===== config.mk =====
export PLATFORM = sky130hd
export DESIGN_NAME = change_dispenser
export DESIGN_NICKNAME = d
export VERILOG_FILES = /design/src/rtl/vending_pkg.sv /design/src/rtl/coin_inventory.sv /design/src/rtl/change_dispenser.sv
export SDC_FILE = /design/constraint.sdc
export NUM_CORES = 1
export LEC_CHECK = 0
export CAP_MARGIN = 20
export CORE_MARGIN = 4
export CORE_UTILIZATION = 45
export DETAILED_ROUTE_END_ITERATION = 10
export DONT_BUFFER_PORTS = 1
export MAX_ROUTING_LAYER = met4
export PLACE_DENSITY = 0.61
export SLEW_MARGIN = 20
export SYNTH_ARGS = -nofsm -noshare
export SYNTH_HDL_FRONTEND = slang
export SYNTH_SLANG_ARGS = --single-unit

===== constraint.sdc =====
create_clock -name clk -period 6.05 [get_ports clk]
set_clock_uncertainty 0.1 [all_clocks]
set_input_delay 1.815 -clock clk [delete_from_list [all_inputs] [get_ports clk]]
set_output_delay 1.815 -clock clk [all_outputs]
set_load 0.02 [all_outputs]

===== src/rtl/vending_pkg.sv =====
`default_nettype none
// +--------------------------------------------------------------------------+
// | Package : vending_pkg                                                    |
// | Purpose : Types and constants shared between the vending FSM and the     |
// |           change dispenser (payout state encoding, fault codes and coin  |
// |           denominations expressed in 5-unit steps).                      |
// | Rev     : 1.0  initial release                                           |
// +--------------------------------------------------------------------------+
package vending_pkg;

  // Change dispenser payout states
  typedef enum logic [2:0] {
    ST_IDLE     = 3'd0,
    ST_SELECT   = 3'd1,
    ST_EJECT    = 3'd2,
    ST_WAIT_ACK = 3'd3,
    ST_DONE     = 3'd4,
    ST_FAULT    = 3'd5
  } cd_state_t;

  // Fault codes reported to the vending FSM
  localparam logic [1:0] FC_NONE  = 2'b00;  // no fault
  localparam logic [1:0] FC_SHORT = 2'b01;  // not enough coins to pay exactly
  localparam logic [1:0] FC_JAM   = 2'b10;  // hopper never confirmed a coin

  // Coin values in 5-unit steps
  localparam int DEN_5  = 1;
  localparam int DEN_10 = 2;

endpackage
`default_nettype wire


===== src/rtl/coin_inventory.sv =====
`default_nettype none
// +--------------------------------------------------------------------------+
// | Module  : coin_inventory                                                 |
// | Purpose : Two saturating coin counters (10-coins and 5-coins). Each      |
// |           cycle a counter may be restocked and decremented at once; the  |
// |           result is clamped to [0, 2^CNT_W-1].                           |
// | Ports   : clk, reset        - clock, async active-high reset             |
// |           i_load_valid      - restock strobe                             |
// |           i_load_c10/c5     - coins added on restock                     |
// |           i_dec_10/5        - one coin of that kind has left the hopper  |
// |           o_inv_10/5        - registered inventory                       |
// | Rev     : 1.0  initial release                                           |
// +--------------------------------------------------------------------------+
module coin_inventory #(
  parameter int CNT_W    = 8,
  parameter int INIT_C10 = 0,
  parameter int INIT_C5  = 0
) (
  input  logic             clk,
  input  logic             reset,
  input  logic             i_load_valid,
  input  logic [CNT_W-1:0] i_load_c10,
  input  logic [CNT_W-1:0] i_load_c5,
  input  logic             i_dec_10,
  input  logic             i_dec_5,
  output logic [CNT_W-1:0] o_inv_10,
  output logic [CNT_W-1:0] o_inv_5
);

  logic [CNT_W-1:0] r_inv_10;
  logic [CNT_W-1:0] r_inv_5;
  logic [CNT_W-1:0] w_next_10;
  logic [CNT_W-1:0] w_next_5;

  // sat(cur + load - dec): one extra bit holds the carry of the add, the
  // decrement is skipped at zero so the counter can never wrap downwards.
  function automatic logic [CNT_W-1:0] f_next(
    input logic [CNT_W-1:0] cur,
    input logic             load_en,
    input logic [CNT_W-1:0] load,
    input logic             dec
  );
    logic [CNT_W:0] sum;
    sum = {1'b0, cur} + (load_en ? {1'b0, load} : '0);
    if (dec && (sum != '0)) begin
      sum = sum - (CNT_W+1)'(1);
    end
    if (sum[CNT_W]) begin
      return '1;
    end
    return sum[CNT_W-1:0];
  endfunction

  assign w_next_10 = f_next(r_inv_10, i_load_valid, i_load_c10, i_dec_10);
  assign w_next_5  = f_next(r_inv_5,  i_load_valid, i_load_c5,  i_dec_5);

  always_ff @(posedge clk or posedge reset) begin
    if (reset) begin
      r_inv_10 <= CNT_W'(INIT_C10);
      r_inv_5  <= CNT_W'(INIT_C5);
    end else begin
      r_inv_10 <= w_next_10;
      r_inv_5  <= w_next_5;
    end
  end

  assign o_inv_10 = r_inv_10;
  assign o_inv_5  = r_inv_5;

endmodule
`default_nettype wire


===== src/rtl/change_dispenser.sv =====
`default_nettype none
// +--------------------------------------------------------------------------+
// | Module  : change_dispenser                                               |
// | Purpose : Payout side of the vending controller. Pays a change request   |
// |           (in 5-unit steps) greedily with 10- and 5-coins, one coin at a |
// |           time, waiting for the hopper sensor after each ejection.       |
// |           Reports done, shortage (insufficient coins) or jam (timeout).  |
// | Ports   : clk, reset            - clock, async active-high reset         |
// |           i_req_valid/units     - change request and amount              |
// |           o_req_ready           - idle, request can be accepted          |
// |           o_eject_10/5          - single-cycle hopper release pulses     |
// |           i_coin_sensed         - hopper confirms a coin has dropped     |
// |           i_load_valid/c10/c5   - restock                                |
// |           o_busy/done/fault     - status, done/fault are 1-cycle pulses  |
// |           o_fault_code          - last fault, held until next request    |
// |           o_remaining           - unpaid steps of current/last request   |
// |           o_inv_10/5            - coin inventory                         |
// | Rev     : 1.0  initial release                                           |
// +--------------------------------------------------------------------------+
module change_dispenser
  import vending_pkg::*;
#(
  parameter int AMT_W       = 8,
  parameter int CNT_W       = 8,
  parameter int ACK_TIMEOUT = 255,
  parameter int INIT_C10    = 0,
  parameter int INIT_C5     = 0
) (
  input  logic             clk,
  input  logic             reset,
  input  logic             i_req_valid,
  input  logic [AMT_W-1:0] i_req_units,
  output logic             o_req_ready,
  output logic             o_eject_10,
  output logic             o_eject_5,
  input  logic             i_coin_sensed,
  input  logic             i_load_valid,
  input  logic [CNT_W-1:0] i_load_c10,
  input  logic [CNT_W-1:0] i_load_c5,
  output logic             o_busy,
  output logic             o_done,
  output logic             o_fault,
  output logic [1:0]       o_fault_code,
  output logic [AMT_W-1:0] o_remaining,
  output logic [CNT_W-1:0] o_inv_10,
  output logic [CNT_W-1:0] o_inv_5
);

  localparam int               c_TMR_W    = $clog2(ACK_TIMEOUT + 1);
  // WAIT_ACK is entered with the timer at 0, so the last permitted cycle
  // is the one where the timer reads ACK_TIMEOUT-1.
  localparam logic [c_TMR_W-1:0] c_TMR_LAST = c_TMR_W'(ACK_TIMEOUT - 1);
  localparam logic [AMT_W-1:0] c_STEP_10  = AMT_W'(DEN_10);
  localparam logic [AMT_W-1:0] c_STEP_5   = AMT_W'(DEN_5);

  cd_state_t          r_state;
  logic [AMT_W-1:0]   r_remaining;
  logic [1:0]         r_fault_code;
  logic [c_TMR_W-1:0] r_timer;
  logic               r_den_10;     // coin chosen by SELECT: 1 = 10-coin

  logic [CNT_W-1:0]   w_inv_10;
  logic [CNT_W-1:0]   w_inv_5;
  logic               w_ack;
  logic [AMT_W-1:0]   w_rem_next;

  // Sensor pulses only count while a coin is actually in flight
  assign w_ack      = (r_state == ST_WAIT_ACK) && i_coin_sensed;
  assign w_rem_next = r_remaining - (r_den_10 ? c_STEP_10 : c_STEP_5);

  coin_inventory #(
    .CNT_W    (CNT_W),
    .INIT_C10 (INIT_C10),
    .INIT_C5  (INIT_C5)
  ) u_inventory (
    .clk          (clk),
    .reset        (reset),
    .i_load_valid (i_load_valid),
    .i_load_c10   (i_load_c10),
    .i_load_c5    (i_load_c5),
    .i_dec_10     (w_ack && r_den_10),
    .i_dec_5      (w_ack && !r_den_10),
    .o_inv_10     (w_inv_10),
    .o_inv_5      (w_inv_5)
  );

  always_ff @(posedge clk or posedge reset) begin
    if (reset) begin
      r_state      <= ST_IDLE;
      r_remaining  <= '0;
      r_fault_code <= FC_NONE;
      r_timer      <= '0;
      r_den_10     <= 1'b0;
    end else begin
      case (r_state)
        ST_IDLE: begin
          if (i_req_valid) begin
            r_remaining  <= i_req_units;
            r_fault_code <= FC_NONE;
            r_state      <= (i_req_units == '0) ? ST_DONE : ST_SELECT;
          end
        end

        // Greedy and exact: a 10-coin is only used when at least two steps
        // remain, so a lone step needs a 5-coin or the payout is short.
        ST_SELECT: begin
          if ((r_remaining >= c_STEP_10) && (w_inv_10 != '0)) begin
            r_den_10 <= 1'b1;
            r_state  <= ST_EJECT;
          end else if (w_inv_5 != '0) begin
            r_den_10 <= 1'b0;
            r_state  <= ST_EJECT;
          end else begin
            r_fault_code <= FC_SHORT;
            r_state      <= ST_FAULT;
          end
        end

        ST_EJECT: begin
          r_timer <= '0;
          r_state <= ST_WAIT_ACK;
        end

        // A sensor pulse arriving on the timeout cycle still counts as paid
        ST_WAIT_ACK: begin
          if (i_coin_sensed) begin
            r_remaining <= w_rem_next;
            r_state     <= (w_rem_next == '0) ? ST_DONE : ST_SELECT;
          end else if (r_timer == c_TMR_LAST) begin
            r_fault_code <= FC_JAM;
            r_state      <= ST_FAULT;
          end else begin
            r_timer <= r_timer + c_TMR_W'(1);
          end
        end

        ST_DONE:  r_state <= ST_IDLE;
        ST_FAULT: r_state <= ST_IDLE;
        default:  r_state <= ST_IDLE;
      endcase
    end
  end

  assign o_req_ready  = (r_state == ST_IDLE);
  assign o_busy       = (r_state != ST_IDLE);
  assign o_eject_10   = (r_state == ST_EJECT) && r_den_10;
  assign o_eject_5    = (r_state == ST_EJECT) && !r_den_10;
  assign o_done       = (r_state == ST_DONE);
  assign o_fault      = (r_state == ST_FAULT);
  assign o_fault_code = r_fault_code;
  assign o_remaining  = r_remaining;
  assign o_inv_10     = w_inv_10;
  assign o_inv_5      = w_inv_5;

endmodule
`default_nettype wire


Word level (Yosys, flattened, before mapping)

Cells that the tools add are included.

Register bits after elaboration: 38
Bits in latches: 0
Bits in writable memories: 0
Memory bits (read-only): 0
Bits of input ports: 29
Output and inout port bits: 32
Logic and storage cells: 87
Memories kept: 0

$add $sub $neg: 6
$mul: 0
Divide/modulo/power cells: 0
$lt $le $gt $ge: 1
Equality and inequality tests: 14
Shifts and indexed selects: 0
Multiplexer cells: 33
Bitwise logic cells: 0
Reductions and logical operators: 26

Operators with widths:

| cell                  | number |
|---|---|
| $mux W8               | 10 |
| $pmux W8 S2           | 2 |
| $mux W3               | 7 |
| $add A8 B9 Y9         | 2 |
| $mux W9               | 2 |
| $reduce_bool A9 Y1    | 2 |
| $sub A9 B1 Y9 const B | 2 |
| $logic_not A8 Y1      | 2 |
| $reduce_bool A8 Y1    | 2 |
| $mux W2               | 6 |
| $ne A2 B2 Y1 const B  | 6 |
| $pmux W3 S4           | 1 |
| $add A8 B1 Y8 const B | 1 |
| $eq A8 B8 Y1 const B  | 1 |
| $ge A8 B2 Y1 const B  | 1 |
| $logic_and A1 B1 Y1   | 8 |
| $sub A8 B2 Y8         | 1 |
| $eq A3 B2 Y1 const B  | 2 |
| $eq A3 B3 Y1 const B  | 2 |
| $pmux W2 S3           | 1 |
| $reduce_and A3 Y1     | 2 |
| $reduce_and A6 Y1     | 1 |
| $reduce_bool A2 Y1    | 3 |
| $reduce_bool A3 Y1    | 2 |
| 7 further kinds       | 11 |

Longest topological paths before layout

Gate-level depths: netlist (run 1).

Depth after elaboration: 7
Mapped depth: 12
Gate-level depth less buffers: 11

Cells and area by module

From an unflattened synthesis (run 1), not the netlist that was laid out.

Cell total of the unflattened synthesis: 386
Area, all modules: 3300.7 um^2

By module, submodules not included:

| module           | instances | cells an instance | area each (um^2) | sequential area each (um^2) |
|---|---|---|---|---|
| coin_inventory   | 1         | 206               | 1785.5           | 400.4 |
| change_dispenser | 1         | 180               | 1515.2           | 550.5 |

Worst setup path after synthesis (run 1)

No wires, ideal clock.

Kind: input port to flip-flop
Start point: in i_load_valid
End point: reg u_inventory.r_inv_5[4], in the netlist u_inventory.o_inv_5[4]
Library setup time: 150 ps
Data arrival time: 4204 ps
Required time: 5800 ps
Slack: 1596 ps
Stages: 10
Path buffers: 1
Cell sequence: clkbuf_1 nand2_1 fa_1 nand2b_1 a21oi_1 o311ai_1 nor4_2 nor3b_2 mux2i_2 o311ai_1

Word-level cells in the longest chain between the ends: 7
Elaborated cells on any way between the ends: 8
Those cells by class: add/sub (2); mux (4); reduce/logical (2)

Ends and longest elaborated chain:

| item                                                  | RTL line               | RTL |
|---|---|---|
| start: declaration                                    | change_dispenser.sv:37 | `input logic i_load_valid,` |
| $mux W8 *                                             | coin_inventory.sv:44   | `sum = {1'b0, cur} + (load_en ? {1'b0, load} : '0);` |
| $add A8 B9 Y9 *                                       | coin_inventory.sv:44   |  |
| branches (longest 2 deep; another with $sub A9 B1 Y9) | n/a                    |  |
| $mux W9 *                                             | coin_inventory.sv:45   | `if (dec && (sum != '0)) begin` |
| $mux W1                                               | coin_inventory.sv:48   | `if (sum[CNT_W]) begin` |
| $mux W8 *                                             | coin_inventory.sv:51   | `return sum[CNT_W-1:0];` |
| named net u_inventory.w_next_5[4]                     | coin_inventory.sv:33   | `logic [CNT_W-1:0] w_next_5;` |
| end signal: assignment                                | coin_inventory.sv:60   | `r_inv_5 <= CNT_W'(INIT_C5);` |
| end signal: assignment                                | coin_inventory.sv:63   | `r_inv_5 <= w_next_5;` |
| end: declaration                                      | coin_inventory.sv:31   | `logic [CNT_W-1:0] r_inv_5;` |

Mark *: on every way through the listed nets, which the timed path passes.
A chain may end at the register's enable or synchronous reset.

Final worst setup path (run 1)

Same ends and word-level chain as after synthesis.

==> flow_results.xml, run 1 <==
<?xml version="1.0" encoding="UTF-8"?>
<metrics>
  <group name="logic_synthesis">
    <metric name="synth.net_count" unit="">422</metric>
    <metric name="yosys.area_share.simple" unit="%">26.14</metric>
    <metric name="synthesis.area_per_instance" unit="um^2">8.549</metric>
    <metric name="yosysMostFrequentCell" unit="">sky130_fd_sc_hd__dfrtp_1</metric>
    <metric name="yosys.cell_types.count" unit="">67</metric>
    <metric name="number_of_synthesized_flops_with_an_enable_pin" unit="">0</metric>
    <metric name="yosys.area_share.xor_xnor" unit="%">5.012</metric>
    <metric name="ys_top_cells_by_area" unit="">sky130_fd_sc_hd__dfrtp_1 30%, sky130_fd_sc_hd__ha_1 10%, sky130_fd_sc_hd__nor2_1 4.3%</metric>
    <metric name="synth_top_cells_by_count" unit="">38 x sky130_fd_sc_hd__dfrtp_1, 36 x sky130_fd_sc_hd__nor2_1, 25 x sky130_fd_sc_hd__ha_1, 23 x sky130_fd_sc_hd__a21oi_1, 23 x sky130_fd_sc_hd__o21ai_0</metric>
    <metric name="synthMuxAreaShare" unit="%">1.925</metric>
    <metric name="yosys_most_used_dff" unit="">sky130_fd_sc_hd__dfrtp_1</metric>
    <metric name="synth_async_sr_flop_share" unit="%">100.0</metric>
    <metric name="combinational_family_with_the_most_area_after_synthesis" unit="">simple AND/OR/NAND/NOR gates</metric>
    <metric name="synth_largest_type_area_fraction" unit="%">30.47</metric>
    <metric name="most_area_hungry_cell_type_in_the_yosys_netlist" unit="">sky130_fd_sc_hd__dfrtp_1</metric>
    <metric name="yosysSeqAreaShare" unit="%">30.47</metric>
    <metric name="synthesis.instances" unit="">365</metric>
    <metric name="syn_area" unit="um^2">3120</metric>
    <metric name="synth_compound_area_share" unit="%">20.61</metric>
    <metric name="ys.warnings.count" unit="">0</metric>
    <metric name="synth_adder_area_share" unit="%">11.95</metric>
    <metric name="synth.ff_latch_count" unit="">38</metric>
  </group>
  <group name="clocking">
    <metric name="post-cts-setup-buffers" unit="">0</metric>
    <metric name="holdBufCountCts" unit="">0</metric>
    <metric name="cts_root_buf" unit="">sky130_fd_sc_hd__clkbuf_8</metric>
    <metric name="cts.htree.levels" unit="">2</metric>
    <metric name="clk_pin_slew_worst_paths" unit="ns">0.08</metric>
    <metric name="clock_tree_from_tritoncts" unit="">yes</metric>
    <metric name="number_of_buffers_created_by_cts" unit="">5</metric>
    <metric name="cts_repair_resizes" unit="">0</metric>
    <metric name="clock_latency" unit="ns">0.29</metric>
    <metric name="clock_path_buffers" unit="">2</metric>
    <metric name="cts.sinks" unit="">38</metric>
  </group>
  <group name="route">
    <metric name="ant_nets" unit="">0</metric>
    <metric name="route.detailed.drc" unit="">0</metric>
    <metric name="dr_total_vias" unit="">2677</metric>
    <metric name="drt-vias-per-instance" unit="">5.989</metric>
    <metric name="drtPass1Iterations" unit="">5</metric>
    <metric name="drt-wirelength-per-cell" unit="um">16.09</metric>
    <metric name="drt-initial-drc-count" unit="">89</metric>
    <metric name="detail_route.wirelength" unit="um">7192</metric>
  </group>
  <group name="critical_path">
    <metric name="worst_path_largest_cell_delay" unit="ns">0.47</metric>
    <metric name="r2r_setup_slack" unit="ns">2.72</metric>
    <metric name="crit_path_end_kind" unit="">flip-flop</metric>
    <metric name="worst_ep_required_time" unit="ns">6.10</metric>
    <metric name="number_of_buffers_and_inverters_on_the_critical_path" unit="">1</metric>
    <metric name="crit_slowest_cell" unit="">sky130_fd_sc_hd__nor4_2</metric>
    <metric name="timing.critical_path.cells" unit="">and2_1 &gt; ha_1 &gt; inv_1 &gt; fa_1 &gt; nand2b_1 &gt; a21oi_1 &gt; o311ai_1 &gt; nor4_2 &gt; nor3b_2 &gt; mux2i_2 &gt; o311ai_1</metric>
    <metric name="cp_num_cells" unit="">11</metric>
    <metric name="critPathMostFrequentCell" unit="">sky130_fd_sc_hd__o311ai_1</metric>
    <metric name="arrival" unit="ns">4.43</metric>
    <metric name="worst-r2r-cell-count" unit="">10</metric>
    <metric name="crit_path_start_kind" unit="">input port</metric>
    <metric name="timing.setup.critical_path_class" unit="">input port to flip-flop</metric>
    <metric name="critPathTopFamily" unit="">simple AND/OR/NAND/NOR gates</metric>
    <metric name="worst-path-max-fanout" unit="">16</metric>
  </group>
  <group name="global_route">
    <metric name="number_of_antenna_violations_at_the_first_check_in_global_routing" unit="">0</metric>
    <metric name="grt_pass1_vias" unit="">2459</metric>
    <metric name="largest_net_degree_at_the_start_of_global_routing" unit="">39</metric>
    <metric name="overflow_after_grt" unit="">0</metric>
    <metric name="grt_util_all_layers" unit="%">18.27</metric>
    <metric name="grt_pass1_wl" unit="um">12110</metric>
  </group>
  <group name="final_layout">
    <metric name="post_route_cells_drive_above_1_share" unit="%">7.629</metric>
    <metric name="multi_input_area" unit="um^2">2048</metric>
    <metric name="layout.nets" unit="">423</metric>
    <metric name="antenna-diode-count" unit="">0</metric>
    <metric name="utilization" unit="%">48.74</metric>
    <metric name="layout.area.seq" unit="um^2">950.9</metric>
    <metric name="area_delta_synth_final" unit="%">5.533</metric>
    <metric name="filler_cell_count" unit="">637</metric>
  </group>
  <group name="power">
    <metric name="power.share.clock" unit="%">10.0</metric>
    <metric name="share_seq_of_total_power" unit="%">33.6</metric>
    <metric name="leakage" unit="uW">0.001407</metric>
    <metric name="sw_frac_of_total" unit="%">52.14</metric>
    <metric name="switching_power" unit="uW">942.3</metric>
    <metric name="ir_drop" unit="uV">231.1</metric>
    <metric name="power.share.combinational" unit="%">56.3</metric>
    <metric name="p_int" unit="uW">864.8</metric>
    <metric name="pwr_density_cell" unit="nW/um^2">548.7</metric>
  </group>
  <group name="floorplan">
    <metric name="floorplan.die_area" unit="um^2">8331</metric>
    <metric name="chipHeight" unit="um">91.28</metric>
    <metric name="floorplan.io_pins" unit="">61</metric>
    <metric name="die_width" unit="um">91.28</metric>
    <metric name="initial_core_util" unit="%">46.19</metric>
    <metric name="fp.coreArea" unit="um^2">6756</metric>
    <metric name="num_rows" unit="">30</metric>
  </group>
  <group name="sta">
    <metric name="drv_slew" unit="">0</metric>
    <metric name="grt_setup_unrepaired" unit="">false</metric>
    <metric name="post-route-min-period" unit="ns">4.382</metric>
    <metric name="endpoints_failing_setup" unit="">0</metric>
    <metric name="setup-tns-final" unit="ns">0</metric>
    <metric name="fmax" unit="GHz">0.2282</metric>
    <metric name="timing_worst_slew_pin_value" unit="ns">0.9221</metric>
    <metric name="finalHoldViolations" unit="">0</metric>
    <metric name="max_slew_margin_vs_limit" unit="%">38.34</metric>
    <metric name="final_min_period_over_clock_period" unit="%">72.43</metric>
  </group>
  <group name="worst_hold_path">
    <metric name="min_delay_path_depth" unit="">2</metric>
    <metric name="hp-class" unit="">flip-flop to flip-flop</metric>
  </group>
  <group name="flow_run">
    <metric name="maxCapViolCount" unit="">0</metric>
  </group>
  <group name="place">
    <metric name="place_hpwl" unit="um">5672</metric>
    <metric name="globalplace.congestion" unit="">0.9135</metric>
    <metric name="port-buffer-count" unit="">0</metric>
  </group>
  <group name="status">
    <metric name="run_status" unit="">finished clean</metric>
  </group>
</metrics>
-- final timing paths --
kind / startpoint / end
max: i_load_valid / u_inventory.o_inv_5[4]
min: r_timer[6] / r_timer[6]
max reg2reg: u_inventory.o_inv_5[0] / u_inventory.o_inv_5[4]
min reg2reg: r_timer[6] / r_timer[6]
max in group asynchronous: reset / o_remaining[0]
min in group asynchronous: reset / u_inventory.o_inv_10[5]
-- stage by stage --
| step | std cells | setup slack [ns] | hold slack [ns] | cell area, um^2 | power [uW] |
|---|---|---|---|---|---|
| 2_1_floorplan | 365 | 1.596 | 0.4224 | 3120 | 1412 |
| 3_5_place_dp | 438 | 1.351 | 0.4485 | 3197 | 1628 |
| 3_3_place_gp | 438 | 1.430 | 0.4465 | 3197 | 1616 |
| 6_report | 447 | 1.668 | 0.4596 | 3293 | 1807 |
| 5_1_grt | 447 | 1.331 | 0.5003 | 3293 | 1989 |
| 4_1_cts | 446 | 1.673 | 0.4618 | 3288 | 1815 |
-- power by group through the flow --
stage          clock network, uW  logic [uW]  registers, uW
2_1_floorplan                  0         860            552
3_3_place_gp                   0        1000            613
3_5_place_dp                   0        1010            615
4_1_cts                      188        1020            610
5_1_grt                      200        1160            625
6_report                     181        1020            607
-- routing by layer --
layer | GRT usage (%) | routed length [um]
met4 | 5.151 | 57
met1 | 24.49 | 3412
met5 | - | 0
met2 | 27.90 | 3314
met3 | 3.977 | 407
-- layout by cell type, fill, tap and decap left out, drive strengths merged, types with 10 or more instances in the layout --
| cell | instances |
|---|---|
| dfrtp | 38 |
| nor2 | 36 |
| o21ai | 27 |
| ha | 25 |
| inv | 24 |
| a21oi | 23 |
| nand2 | 22 |
| and2 | 15 |
| nor3 | 12 |
| nand3 | 10 |
| xor2 | 10 |
-- cells by family after synthesis --
family                     Yosys count
and+or+nand+nor                    148
AOI/OAI and AO/OA                   97
DFF                                 38
buffers and inverters               32
adders and majority gates           28
xor gates and xnor gates            17
muxes                                5
-- final cells by class --
type / instances / area share [%]
clock buffer: 7 / 2.622
clock inverter: 1 / 0.1520
inverter: 24 / 2.736
multi-input combinational: 295 / 62.20
sequential: 38 / 28.88
tap: 80 / 3.040
timing repair buffer: 2 / 0.3799
-- worst min-delay path, delay by kind of cell (launching register included) --
kind	cells	cell delay (ns)
AOI/OAI and AO/OA	1	0.06
and+or+nand+nor	1	0.11
DFF	1	0.36
-- state kept, by name (all words and copies together), names as in the netlist --
| name | cells |
|---|---|
| u_inventory.o_inv_5 | 8 |
| r_timer | 8 |
| o_remaining | 8 |
| u_inventory.o_inv_10 | 8 |
| r_den_10 | 1 |
| r_state | 3 |
| o_fault_code | 2 |
Note: power is estimated with default switching activity, not from simulation.
==> run 2: changes to the inputs <==
clock period = 4.1 ns   (was 6.05 ns; I/O delays follow)
==> flow_results.xml, run 2 (synthesis gave the netlist of run 1 again) <==
<?xml version="1.0" encoding="UTF-8"?>
<metrics>
  <group name="sta">
    <metric name="endpoints_failing_setup" unit="">0</metric>
    <metric name="fmax" unit="GHz">0.2759</metric>
    <metric name="final_min_period_over_clock_period" unit="%">88.41</metric>
    <metric name="grt_setup_unrepaired" unit="">false</metric>
    <metric name="whs" unit="ns">0.4680</metric>
    <metric name="finalHoldViolations" unit="">0</metric>
    <metric name="post-route-min-period" unit="ns">3.625</metric>
    <metric name="setup-tns-final" unit="ns">0</metric>
    <metric name="timing_worst_slew_pin_value" unit="ns">0.7877</metric>
    <metric name="max_slew_margin_vs_limit" unit="%">47.08</metric>
    <metric name="drv_slew" unit="">0</metric>
  </group>
  <group name="global_route">
    <metric name="largest_net_degree_at_the_start_of_global_routing" unit="">39</metric>
    <metric name="number_of_antenna_violations_at_the_first_check_in_global_routing" unit="">0</metric>
    <metric name="grt_pass1_vias" unit="">2483</metric>
    <metric name="grt_pass1_wl" unit="um">12140</metric>
    <metric name="grt_util_all_layers" unit="%">18.09</metric>
    <metric name="overflow_after_grt" unit="">0</metric>
  </group>
  <group name="route">
    <metric name="drt-wirelength-per-cell" unit="um">16.09</metric>
    <metric name="detail_route.wirelength" unit="um">7223</metric>
    <metric name="drtPass1Iterations" unit="">4</metric>
    <metric name="route.detailed.drc" unit="">0</metric>
    <metric name="dr_total_vias" unit="">2644</metric>
    <metric name="drt-vias-per-instance" unit="">5.889</metric>
    <metric name="ant_nets" unit="">0</metric>
    <metric name="drt-initial-drc-count" unit="">103</metric>
  </group>
  <group name="floorplan">
    <metric name="die_width" unit="um">91.28</metric>
    <metric name="floorplan.die_area" unit="um^2">8331</metric>
    <metric name="num_rows" unit="">30</metric>
    <metric name="chipHeight" unit="um">91.28</metric>
    <metric name="floorplan.io_pins" unit="">61</metric>
    <metric name="initial_core_util" unit="%">46.19</metric>
    <metric name="fp.coreArea" unit="um^2">6756</metric>
  </group>
  <group name="clocking">
    <metric name="clock_tree_from_tritoncts" unit="">yes</metric>
    <metric name="number_of_buffers_created_by_cts" unit="">5</metric>
    <metric name="cts_repair_resizes" unit="">0</metric>
    <metric name="cts_root_buf" unit="">sky130_fd_sc_hd__clkbuf_8</metric>
    <metric name="holdBufCountCts" unit="">0</metric>
    <metric name="cts.htree.levels" unit="">2</metric>
    <metric name="post-cts-setup-buffers" unit="">0</metric>
    <metric name="clock_path_buffers" unit="">2</metric>
    <metric name="cts.sinks" unit="">38</metric>
    <metric name="clock_latency" unit="ns">0.28</metric>
    <metric name="clk_pin_slew_worst_paths" unit="ns">0.07</metric>
  </group>
  <group name="critical_path">
    <metric name="crit_path_end_kind" unit="">flip-flop</metric>
    <metric name="r2r_setup_slack" unit="ns">0.94</metric>
    <metric name="worst_ep_required_time" unit="ns">4.14</metric>
    <metric name="arrival" unit="ns">3.67</metric>
    <metric name="worst-path-max-fanout" unit="">8</metric>
    <metric name="timing.setup.critical_path_class" unit="">input port to flip-flop</metric>
    <metric name="crit_path_start_kind" unit="">input port</metric>
  </group>
  <group name="power">
    <metric name="design_power_total" unit="uW">2688</metric>
    <metric name="share_seq_of_total_power" unit="%">33.5</metric>
    <metric name="power.share.clock" unit="%">9.7</metric>
    <metric name="p_int" unit="uW">1287</metric>
    <metric name="power.share.combinational" unit="%">56.8</metric>
    <metric name="pwr_density_cell" unit="nW/um^2">811.7</metric>
    <metric name="ir_drop" unit="uV">344.9</metric>
    <metric name="leakage" unit="uW">0.001415</metric>
    <metric name="sw_frac_of_total" unit="%">52.13</metric>
    <metric name="switching_power" unit="uW">1401</metric>
  </group>
  <group name="final_layout">
    <metric name="multi_input_area" unit="um^2">2048</metric>
    <metric name="most-common-layout-cells" unit="">38 x sky130_fd_sc_hd__dfrtp_1, 36 x sky130_fd_sc_hd__nor2_1, 25 x sky130_fd_sc_hd__ha_1</metric>
    <metric name="post_layout_nonfiller_instances" unit="">449</metric>
    <metric name="utilization" unit="%">49.02</metric>
    <metric name="layout_commonest_cell" unit="">sky130_fd_sc_hd__dfrtp_1</metric>
    <metric name="filler_cell_count" unit="">660</metric>
    <metric name="layout.nets" unit="">425</metric>
    <metric name="layout.area.seq" unit="um^2">950.9</metric>
    <metric name="area_delta_synth_final" unit="%">6.135</metric>
    <metric name="antenna-diode-count" unit="">0</metric>
    <metric name="post_route_cells_drive_above_1_share" unit="%">8.401</metric>
  </group>
  <group name="place">
    <metric name="globalplace.congestion" unit="">0.8840</metric>
    <metric name="dp.cells" unit="">440</metric>
    <metric name="port-buffer-count" unit="">0</metric>
    <metric name="place_hpwl" unit="um">5833</metric>
  </group>
  <group name="worst_hold_path">
    <metric name="hp-class" unit="">flip-flop to flip-flop</metric>
  </group>
  <group name="status">
    <metric name="run_status" unit="">finished clean</metric>
  </group>
  <group name="flow_run">
    <metric name="maxCapViolCount" unit="">0</metric>
  </group>
</metrics>
-- run 2: cell types whose count changed in the layout (fill, tap and decap cells not counted) --
cell                         previous run  this run
sky130_fd_sc_hd__clkbuf_1               1         0
sky130_fd_sc_hd__clkinvlp_4             0         1
sky130_fd_sc_hd__buf_4                  1         3
-- run 2: metal layers --
layer	global-route usage, %	wire length (um)	vias up
li1	-	-	1343
met1	24.77	3540	1238
met2	27.47	3246	55
met3	3.645	349	8
met4	4.648	86	0
met5	-	0	-
-- run 2: power by group through the flow --
stage	logic [uW]	registers (uW)	clock network (uW)
5_1_grt	1740	927	286
3_3_place_gp	1490	906	0
3_5_place_dp	1520	908	0
2_1_floorplan	1270	814	0
4_1_cts	1520	901	274
6_report	1530	901	261
-- run 2: worst max-delay path: stages --
cell	delay (ns)
sky130_fd_sc_hd__and2_1	0.10
sky130_fd_sc_hd__ha_1	0.17
sky130_fd_sc_hd__inv_1	0.06
sky130_fd_sc_hd__fa_1	0.38
sky130_fd_sc_hd__nand2b_1	0.19
sky130_fd_sc_hd__a21oi_1	0.18
sky130_fd_sc_hd__o311ai_1	0.19
sky130_fd_sc_hd__nor4_2	0.34
sky130_fd_sc_hd__nor3b_2	0.25
sky130_fd_sc_hd__mux2i_2	0.41
sky130_fd_sc_hd__o311ai_1	0.16
-- run 2: stage by stage --
stage	setup slack (ns)	instance area, um^2
final	0.4751	3312
after global routing	0.2258	3312
after global placement	0.2038	3212
after CTS	0.4706	3307
after floorplan	0.2308	3120
after detailed placement	0.1733	3212
-- run 2: final timing paths --
path | start | endpoint | depth (start not counted)
hold / removal | r_timer[7] | r_timer[7] | 2
hold reg to reg | r_timer[7] | r_timer[7] | 2
setup / recovery | i_load_c5[0] | u_inventory.o_inv_5[4] | 11
max in group asynchronous | reset | r_timer[6] | 2
min in group asynchronous | reset | u_inventory.o_inv_10[7] | 2
setup reg to reg | u_inventory.o_inv_5[0] | u_inventory.o_inv_5[4] | 10
-- run 2: cell type report --
cell class	instances	share of cell area, %
multi-input cells	295	61.84
flip-flops and latches	38	28.71
repair buffers	4	0.8311
inverters	24	2.720
clock buffers	6	2.493
well taps	80	3.022
clock inverters	2	0.3778
